**src/rtl/box_draw_if.sv**
```systemverilog
// Handshake and pixel bus between the game FSM (master) and box_draw_scheduler (slave).
interface box_draw_if;
    logic        start;
    logic [2:0]  direction;
    logic [15:0] box_left;
    logic [15:0] box_down;
    logic [15:0] box_up;
    logic [15:0] box_right;
    logic [7:0]  vga_x;
    logic [6:0]  vga_y;
    logic [2:0]  vga_colour;
    logic        plot;
    logic        busy;
    logic        done;

    modport master (
        output start, direction, box_left, box_down, box_up, box_right,
        input  vga_x, vga_y, vga_colour, plot, busy, done
    );

    modport slave (
        input  start, direction, box_left, box_down, box_up, box_right,
        output vga_x, vga_y, vga_colour, plot, busy, done
    );
endinterface

```
**src/rtl/box_draw_scheduler.sv**
```systemverilog
// Streams the four Simon Says boxes to the VGA adapter, one pixel per clock.
// Optional BOX_CLEAR_EN adds a black clearing pass ahead of the draw pass.
module box_draw_scheduler #(
    parameter int         LOG2_DIM    = 2,
    parameter logic [2:0] HI_COLOUR   = 3'b010,
    parameter logic [2:0] BASE_COLOUR = 3'b111
) (
    input  logic      clock,
    input  logic      resetn,
    box_draw_if.slave bus
);
    localparam int CNT_W = 2 * LOG2_DIM;
    localparam int POS_W = CNT_W + 2;

`ifdef BOX_CLEAR_EN
    typedef enum logic [1:0] {IDLE = 2'd0, DRAW = 2'd1, DONE = 2'd2, CLEAR = 2'd3} state_t;
    localparam state_t FIRST_PASS = CLEAR;
`else
    typedef enum logic [1:0] {IDLE = 2'd0, DRAW = 2'd1, DONE = 2'd2} state_t;
    localparam state_t FIRST_PASS = DRAW;
`endif

    state_t state_reg, state_next;

    logic [2:0]       dir_reg;
    logic [14:0]      origin_reg [4];
    logic [7:0]       org_x [4];
    logic [6:0]       org_y [4];
    logic [POS_W-1:0] pos_reg;

    logic [7:0] vga_x_reg, vga_x_next;
    logic [6:0] vga_y_reg, vga_y_next;
    logic [2:0] colour_reg, colour_next;
    logic       plot_reg, plot_next;
    logic       busy_reg, busy_next;
    logic       done_reg, done_next;

    logic [1:0]          box_idx;
    logic [LOG2_DIM-1:0] col;
    logic [LOG2_DIM-1:0] row;
    logic [7:0]          pix_x;
    logic [6:0]          pix_y;
    logic                frame_last;
    logic                start_ok;
    logic                walking;
    logic                unused_msbs;

    assign unused_msbs = ^{bus.box_left[15], bus.box_down[15], bus.box_up[15], bus.box_right[15]};

    // The done cycle is visible while the state is already IDLE, so a start
    // landing in that cycle must still be refused.
    assign start_ok = bus.start && !done_reg;

    assign box_idx    = pos_reg[POS_W-1:CNT_W];
    assign col        = pos_reg[LOG2_DIM-1:0];
    assign row        = pos_reg[CNT_W-1:LOG2_DIM];
    assign frame_last = &pos_reg;

    generate
        for (genvar gi = 0; gi < 4; gi++) begin : g_origin
            assign org_x[gi] = origin_reg[gi][14:7];
            assign org_y[gi] = origin_reg[gi][6:0];
        end
    endgenerate

    assign pix_x = org_x[box_idx] + {{(8 - LOG2_DIM){1'b0}}, col};
    assign pix_y = org_y[box_idx] + {{(7 - LOG2_DIM){1'b0}}, row};

`ifdef BOX_CLEAR_EN
    assign walking = (state_reg == DRAW) || (state_reg == CLEAR);
`else
    assign walking = (state_reg == DRAW);
`endif

    always_ff @(posedge clock or negedge resetn) begin
        if (!resetn) begin
            state_reg <= IDLE;
        end else begin
            state_reg <= state_next;
        end
    end

    always_comb begin
        state_next = state_reg;
        case (state_reg)
            IDLE:  if (start_ok) state_next = FIRST_PASS;
`ifdef BOX_CLEAR_EN
            CLEAR: if (frame_last) state_next = DRAW;
`endif
            DRAW:  if (frame_last) state_next = DONE;
            DONE:  state_next = IDLE;
            default: state_next = IDLE;
        endcase
    end

    always_comb begin
        vga_x_next  = '0;
        vga_y_next  = '0;
        colour_next = '0;
        plot_next   = 1'b0;
        busy_next   = 1'b0;
        done_next   = 1'b0;
        case (state_reg)
            IDLE: busy_next = start_ok;
`ifdef BOX_CLEAR_EN
            CLEAR: begin
                vga_x_next = pix_x;
                vga_y_next = pix_y;
                plot_next  = 1'b1;
                busy_next  = 1'b1;
            end
`endif
            DRAW: begin
                vga_x_next  = pix_x;
                vga_y_next  = pix_y;
                colour_next = (!dir_reg[2] && dir_reg[1:0] == box_idx) ? HI_COLOUR : BASE_COLOUR;
                plot_next   = 1'b1;
                busy_next   = 1'b1;
            end
            DONE: begin
                done_next = 1'b1;
                busy_next = 1'b1;
            end
            default: ;
        endcase
    end

    // Box index and pixel counter form one counter, so a wrap of the pixel
    // counter carries straight into the next box (and from CLEAR into DRAW).
    always_ff @(posedge clock or negedge resetn) begin
        if (!resetn) begin
            vga_x_reg  <= '0;
            vga_y_reg  <= '0;
            colour_reg <= '0;
            plot_reg   <= 1'b0;
            busy_reg   <= 1'b0;
            done_reg   <= 1'b0;
            dir_reg    <= '0;
            pos_reg    <= '0;
            for (int i = 0; i < 4; i++) origin_reg[i] <= '0;
        end else begin
            vga_x_reg  <= vga_x_next;
            vga_y_reg  <= vga_y_next;
            colour_reg <= colour_next;
            plot_reg   <= plot_next;
            busy_reg   <= busy_next;
            done_reg   <= done_next;
            if (state_reg == IDLE) begin
                pos_reg <= '0;
                if (start_ok) begin
                    dir_reg       <= bus.direction;
                    origin_reg[0] <= bus.box_left[14:0];
                    origin_reg[1] <= bus.box_down[14:0];
                    origin_reg[2] <= bus.box_up[14:0];
                    origin_reg[3] <= bus.box_right[14:0];
                end
            end else if (walking) begin
                pos_reg <= pos_reg + POS_W'(1);
            end
        end
    end

    assign bus.vga_x      = vga_x_reg;
    assign bus.vga_y      = vga_y_reg;
    assign bus.vga_colour = colour_reg;
    assign bus.plot       = plot_reg;
    assign bus.busy       = busy_reg;
    assign bus.done       = done_reg;
endmodule

```
**src/flat_wrapper.sv**
```systemverilog
// flat-port wrapper written by rule: the top's interface ports become plain ports
module box_draw_scheduler_flat 
#(
    parameter int         LOG2_DIM    = 2,
    parameter logic [2:0] HI_COLOUR   = 3'b010,
    parameter logic [2:0] BASE_COLOUR = 3'b111
)
  (clock, resetn, bus_start, bus_direction, bus_box_left, bus_box_down, bus_box_up, bus_box_right, bus_vga_x, bus_vga_y, bus_vga_colour, bus_plot, bus_busy, bus_done);
  box_draw_if bus_i ();
  input  logic clock;
  input  logic resetn;
  input wire logic [$bits(bus_i.start)-1:0] bus_start;
  input wire logic [$bits(bus_i.direction)-1:0] bus_direction;
  input wire logic [$bits(bus_i.box_left)-1:0] bus_box_left;
  input wire logic [$bits(bus_i.box_down)-1:0] bus_box_down;
  input wire logic [$bits(bus_i.box_up)-1:0] bus_box_up;
  input wire logic [$bits(bus_i.box_right)-1:0] bus_box_right;
  output wire logic [$bits(bus_i.vga_x)-1:0] bus_vga_x;
  output wire logic [$bits(bus_i.vga_y)-1:0] bus_vga_y;
  output wire logic [$bits(bus_i.vga_colour)-1:0] bus_vga_colour;
  output wire logic [$bits(bus_i.plot)-1:0] bus_plot;
  output wire logic [$bits(bus_i.busy)-1:0] bus_busy;
  output wire logic [$bits(bus_i.done)-1:0] bus_done;
  assign bus_i.start = bus_start;
  assign bus_i.direction = bus_direction;
  assign bus_i.box_left = bus_box_left;
  assign bus_i.box_down = bus_box_down;
  assign bus_i.box_up = bus_box_up;
  assign bus_i.box_right = bus_box_right;
  assign bus_vga_x = bus_i.vga_x;
  assign bus_vga_y = bus_i.vga_y;
  assign bus_vga_colour = bus_i.vga_colour;
  assign bus_plot = bus_i.plot;
  assign bus_busy = bus_i.busy;
  assign bus_done = bus_i.done;
  box_draw_scheduler #(.LOG2_DIM(LOG2_DIM), .HI_COLOUR(HI_COLOUR), .BASE_COLOUR(BASE_COLOUR)) u_core (.clock(clock), .resetn(resetn), .bus(bus_i));
endmodule
```
**config.mk**
```make
export PLATFORM = sky130hd
export DESIGN_NAME = box_draw_scheduler_flat
export DESIGN_NICKNAME = d
export VERILOG_FILES = /design/src/rtl/box_draw_if.sv /design/src/rtl/box_draw_scheduler.sv /design/src/flat_wrapper.sv
export SDC_FILE = /design/constraint.sdc
export NUM_CORES = 1
export LEC_CHECK = 0
export ABC_AREA = 1
export CORE_MARGIN = 4
export CORE_UTILIZATION = 25
export CTS_BUF_LIST = sky130_fd_sc_hd__clkbuf_8
export DETAILED_ROUTE_END_ITERATION = 10
export PLACE_DENSITY = 0.47
export REMOVE_ABC_BUFFERS = 1
export SLEW_MARGIN = 15
export SYNTH_ARGS = -nofsm -noshare
export SYNTH_HDL_FRONTEND = slang
export SYNTH_SLANG_ARGS = --single-unit
export TNS_END_PERCENT = 100
```
**constraint.sdc**
```tcl
create_clock -name clock -period 6.04 [get_ports clock]
set_input_delay 1.208 -clock clock [delete_from_list [all_inputs] [get_ports clock]]
set_output_delay 1.208 -clock clock [all_outputs]
set_load 0.005 [all_outputs]
```
# Yosys cells after proc, flatten, opt, wreduce, memory -nomap -nowiden
# Cells that the tools add are included.
# word_totals
reg_bits	92
latch_bits	0
ram_bits	0
rom_bits	0
in_bits	70
out_inout_bits	21
n_memories	0
# classes
n_addsub	3
mul	0
n_div	0
magnitude_cmp	1
eq_ne	5
shift	0
mux	18
n_bitwise	1
n_reduce_logical	10
# op_table
cell	n
$mux W8	3
$mux W7	3
$bmux W8 S2	1
$bmux W7 S2	1
$mux W6	2
$add A8 B2 Y8	1
$add A7 B2 Y7	1
$add A6 B1 Y6 const B	1
$mux W3	2
$reduce_and A6 Y1	1
$mux W2	2
$ne A2 B1 Y1 const B	2
$pmux W2 S2	1
$reduce_and A2 Y1	2
$ge A3 B3 Y1 const B	1
$not A2 Y3	1
$eq A2 B1 Y1 const B	1
$eq A2 B2 Y1	1
$eq A2 B2 Y1 const B	1
$logic_and A1 B1 Y1	2
$logic_not A1 Y1	2
$logic_not A2 Y1	1
$mux W1	2
$pmux W1 S2	1
2 further kinds	2

# Logic depth before layout (Yosys ltp)
# logic_depth
depth_word	6
depth_mapped	13
mapped_depth_nobuf	11

# Least setup slack after synthesis
# No wires, ideal clock.
# synth_timing
kind	input to register
start	in bus_start
end	reg u_core.dir_reg[0]
setup_time_ns	0.125
t_arrival_ns	1.938
t_required_ns	5.915
slack_ns	3.977
stages	5
n_path_buf	1
cell_sequence	inv_1 nor2_1 nand2_1 buf_2 mux2_2
# synth_via
elab_chain_len	2
# synth_rtl
item	line	source
start: declaration	flat_wrapper.sv:12	input wire logic [$bits(bus_i.start)-1:0] bus_start;
$logic_and A1 B1 Y1	box_draw_scheduler.sv:52	assign start_ok = bus.start && !done_reg;
$reduce_and A2 Y1 (no source line)	n/a	
end signal: assignment	box_draw_scheduler.sv:151	dir_reg <= bus.direction;
end: declaration	box_draw_scheduler.sv:25	logic [2:0] dir_reg;
# No other way between the ends.
# A chain may end at the register's enable or synchronous reset.

# Worst setup path after layout
# layout_timing
start	in bus_start
end	reg u_core.origin_reg (netlist bit u_core.org_y[2])
# layout_via
elab_chain_len	2
# layout_rtl
item	line	source
$logic_and A1 B1 Y1	box_draw_scheduler.sv:52	
$reduce_and A2 Y1 (no source line)	n/a	
end: declaration	box_draw_scheduler.sv:26	logic [14:0] origin_reg [4];
# No other way between the ends.

==> metrics.md <==
| Metric | Value |
|---|---|
| Detail Placement HPWL | `6863 microns` |
| Final Hold Viols | `0` |
| Finish-stage setup viols | `0` |
| Worst-Margin Slew | `965.8 ps` |
| Vias in the first global route | `3205` |
| Mean Syn Cell Area | `10.59 sq um` |
| Die ar. | `0.01905 sq mm` |
| Vias per inst | `4.287` |
| Post-CTS Setup Repair Bufs | `0` |
| Nets | `561` |
| WL/cell | `14.30 microns` |
| Crit path time final | `3038 ps` |
| Congestion Overflow GR | `0` |
| Cells along the critical path | `clkdlybuf4s50_1, inv_1, nor2_1, nand2_2, buf_4, mux2_2` |
| Highest Clock Rate | `0.3291 GHz` |
| Deepest clock path buffer count | `2` |
| Bufs and invs on worst path | `3` |
| Pwr dens | `433.6 mW/mm^2` |
| Most common cell after layout, fill and taps aside | `dfrtp_1` |
| Area grow syn2layout | `29.54%` |
| Ys Warns | `0` |
| RSZ-0062 raised after global routing | `false` |
| Worst setup SP type | `primary input` |
| Worst skew pair latency | `370 ps` |
| Peak supply drop | `0.1376 mV` |
| Hold_buf cts | `0` |
| Core Region | `0.01658 sq mm` |
| Arrival @ worst endpoint | `3290 ps` |
| GRT Resource Usage Total | `10.95%` |
| Crit Path Max Fanout | `36` |
| Die width | `138.0 microns` |
| Die height | `138.0 microns` |
| Crit path kind | `in2reg` |
| Most frequent cells in the layout | `90 x dfrtp_1, 85 x clkdlybuf4s50_1, 70 x nand2_1, 58 x mux2_2, 32 x nor2_1` |
| Tcrit/Tclk final | `50.30%` |
| Initial antenna violation count | `0` |
| Hold slack | `504.0 ps` |
| # resized after CTS | `0` |
| Slew HR | `35.62%` |
| CP max stage delay | `610 ps` |
| Inserted Clock Buffers | `9` |
| Synth cell types | `29` |
| Starting Density | `25.49%` |
| Largest register FFs | `32` |
| # H-tree levels | `3` |
| Leakage | `2.411 nW` |
| Fill cells | `1699` |
| Layout cells sized above 1 | `19.83%` |
| Residual DRC | `0` |
| CP top delay family | `buffers and inverters` |
| Seq/Total Area, Yosys | `53.29%` |
| Root Driver | `clkbuf_8` |
| Worst setup EP type | `flop` |
| Critical Path RT | `6290 ps` |
| Largest net degree at the start of global routing | `47` |
| Ant. Diodes | `0` |
| Synthesized instance count | `399` |
| Clock sink total | `90` |
| Slowest cell on the critical path | `nand2_2` |
| IO buf count | `86` |
| Outcome | `complete, no violations` |
| CTS tree | `done` |
| Setup tns final | `0 ps` |
| First-pass GRT wire length | `16760 microns` |
| Yosys reg bits | `90` |
| Max-slew violation count | `0` |
| Worst Skew | `12.75 ps` |
| Cell row count | `47` |
| Via count | `3018` |
| Worst hold path class | `reg2reg` |
| Post-route ant nets | `0` |
| Setup WS pre-CTS | `2597 ps` |
| I/O pin cnt | `91` |
| Initial drt markers | `107` |
| Post-Route WL | `10060 microns` |
| Netlist Area Pre-Place | `0.004227 sq mm` |
| 1st-pass router iterations | `6` |
| Placer Congestion | `0.7032` |
| Placed Area | `0.005256 sq mm` |
| Setup ws final | `3002 ps` |
| Post-route cell area | `0.005475 sq mm` |
| Max-cap violations | `0` |
| Clock-pin slew on the worst setup and hold paths | `80 ps` |
==> final timing paths <==
check	from	slack, ps	depth (start not counted)	end
setup / recovery	bus_start	3000	6	u_core.org_y[2]
hold / removal	u_core.org_y[14]	500	1	u_core.org_y[14]
setup reg to reg	u_core.pos_reg[5]	3390	11	u_core.bus.vga_x[6]
hold reg to reg	u_core.org_y[14]	500	1	u_core.org_y[14]
max in group asynchronous	resetn	4180	2	u_core.bus.vga_x[6]
min in group asynchronous	resetn	840	1	u_core.org_y[0]
==> through the flow <==
stage          total power [mW]  cells  util (%)
2_1_floorplan             1.606    379         -
3_3_place_gp              1.906    689     31.70
3_5_place_dp              1.944    689     31.70
4_1_cts                   2.419    704     33.02
5_1_grt                   2.559    704     33.02
6_report                  2.374    704     33.02
==> synthesized netlist by cell type <==
master	n	area, sq um
o21ai_0	19	95.09
fa_1	2	40.04
a31oi_1	1	6.260
dfrtp_1	90	2252
nand3_2	5	50.05
inv_1	25	93.84
nor2_2	2	12.51
nor3_1	2	10.01
nand2_2	6	37.54
xnor2_1	2	17.52
buf_4	5	37.54
nand2_1	71	266.5
inv_2	1	3.750
buf_2	10	50.05
xor2_1	1	8.760
ha_1	9	112.6
buf_6	4	45.04
nor2_4	3	33.78
o22ai_1	4	25.02
nand4_1	2	12.51
a21oi_1	17	85.08
nor3_2	1	10.01
nand3b_1	1	7.510
nand3_1	20	100.1
clkbuf_1	1	3.750
nor2_1	32	120.1
mux2_2	58	653.1
inv_4	1	6.260
o211ai_1	4	30.03
==> cell type report <==
type                       count  area, sq um  area share (%)
clock inverter                 4        67.56           1.234
tap                          220        275.3           5.027
clock buffer                  11        151.4           2.765
timing repair buffer          90        888.4           16.22
multi-input combinational    262         1737           31.72
sequential                    90         2252           41.13
inverter                      27        103.9           1.897
==> logic make-up (layout without fill, tap and decap cells) <==
group,count (synthesis),in the layout,synth area share [%]
flip-flops,90,90,53.29
XOR/XNOR,3,3,0.6218
buffers and inverters,47,132,5.684
AO/OA/AOI/OAI,45,45,5.713
AND/OR/NAND/NOR,145,145,15.63
multiplexers,58,58,15.45
adder cells (fa/ha/maj),11,11,3.612
==> routing by layer <==
layer / track usage [%] / wire, microns / vias up
li1: - / - / 1478
met1: 14.40 / 4751 / 1471
met2: 17.50 / 4757 / 57
met3: 3.315 / 423 / 12
met4: 3.276 / 131 / 0
met5: 0 / 0 / -
==> worst reg2reg max path, stage by stage, from the launching register on <==
cell	delay (ps)
dfrtp_1	980
inv_4	290
o21ai_0	160
o22ai_1	100
ha_1	220
fa_1	400
inv_1	110
nor2_4	60
nand3_2	80
nand2_1	50
nand2_1	50
nor2_1	40
==> power by group <==
group | switching (mW) | internal, mW | leakage (nW) | total (mW)
Sequential | 0.138 | 0.884 | 1.09 | 1.02
Clock | 0.214 | 0.251 | 0.118 | 0.465
Combinational | 0.404 | 0.483 | 1.20 | 0.887
Total | 0.756 | 1.62 | 2.41 | 2.37
No activity file was read; power rests on OpenSTA's default activity.
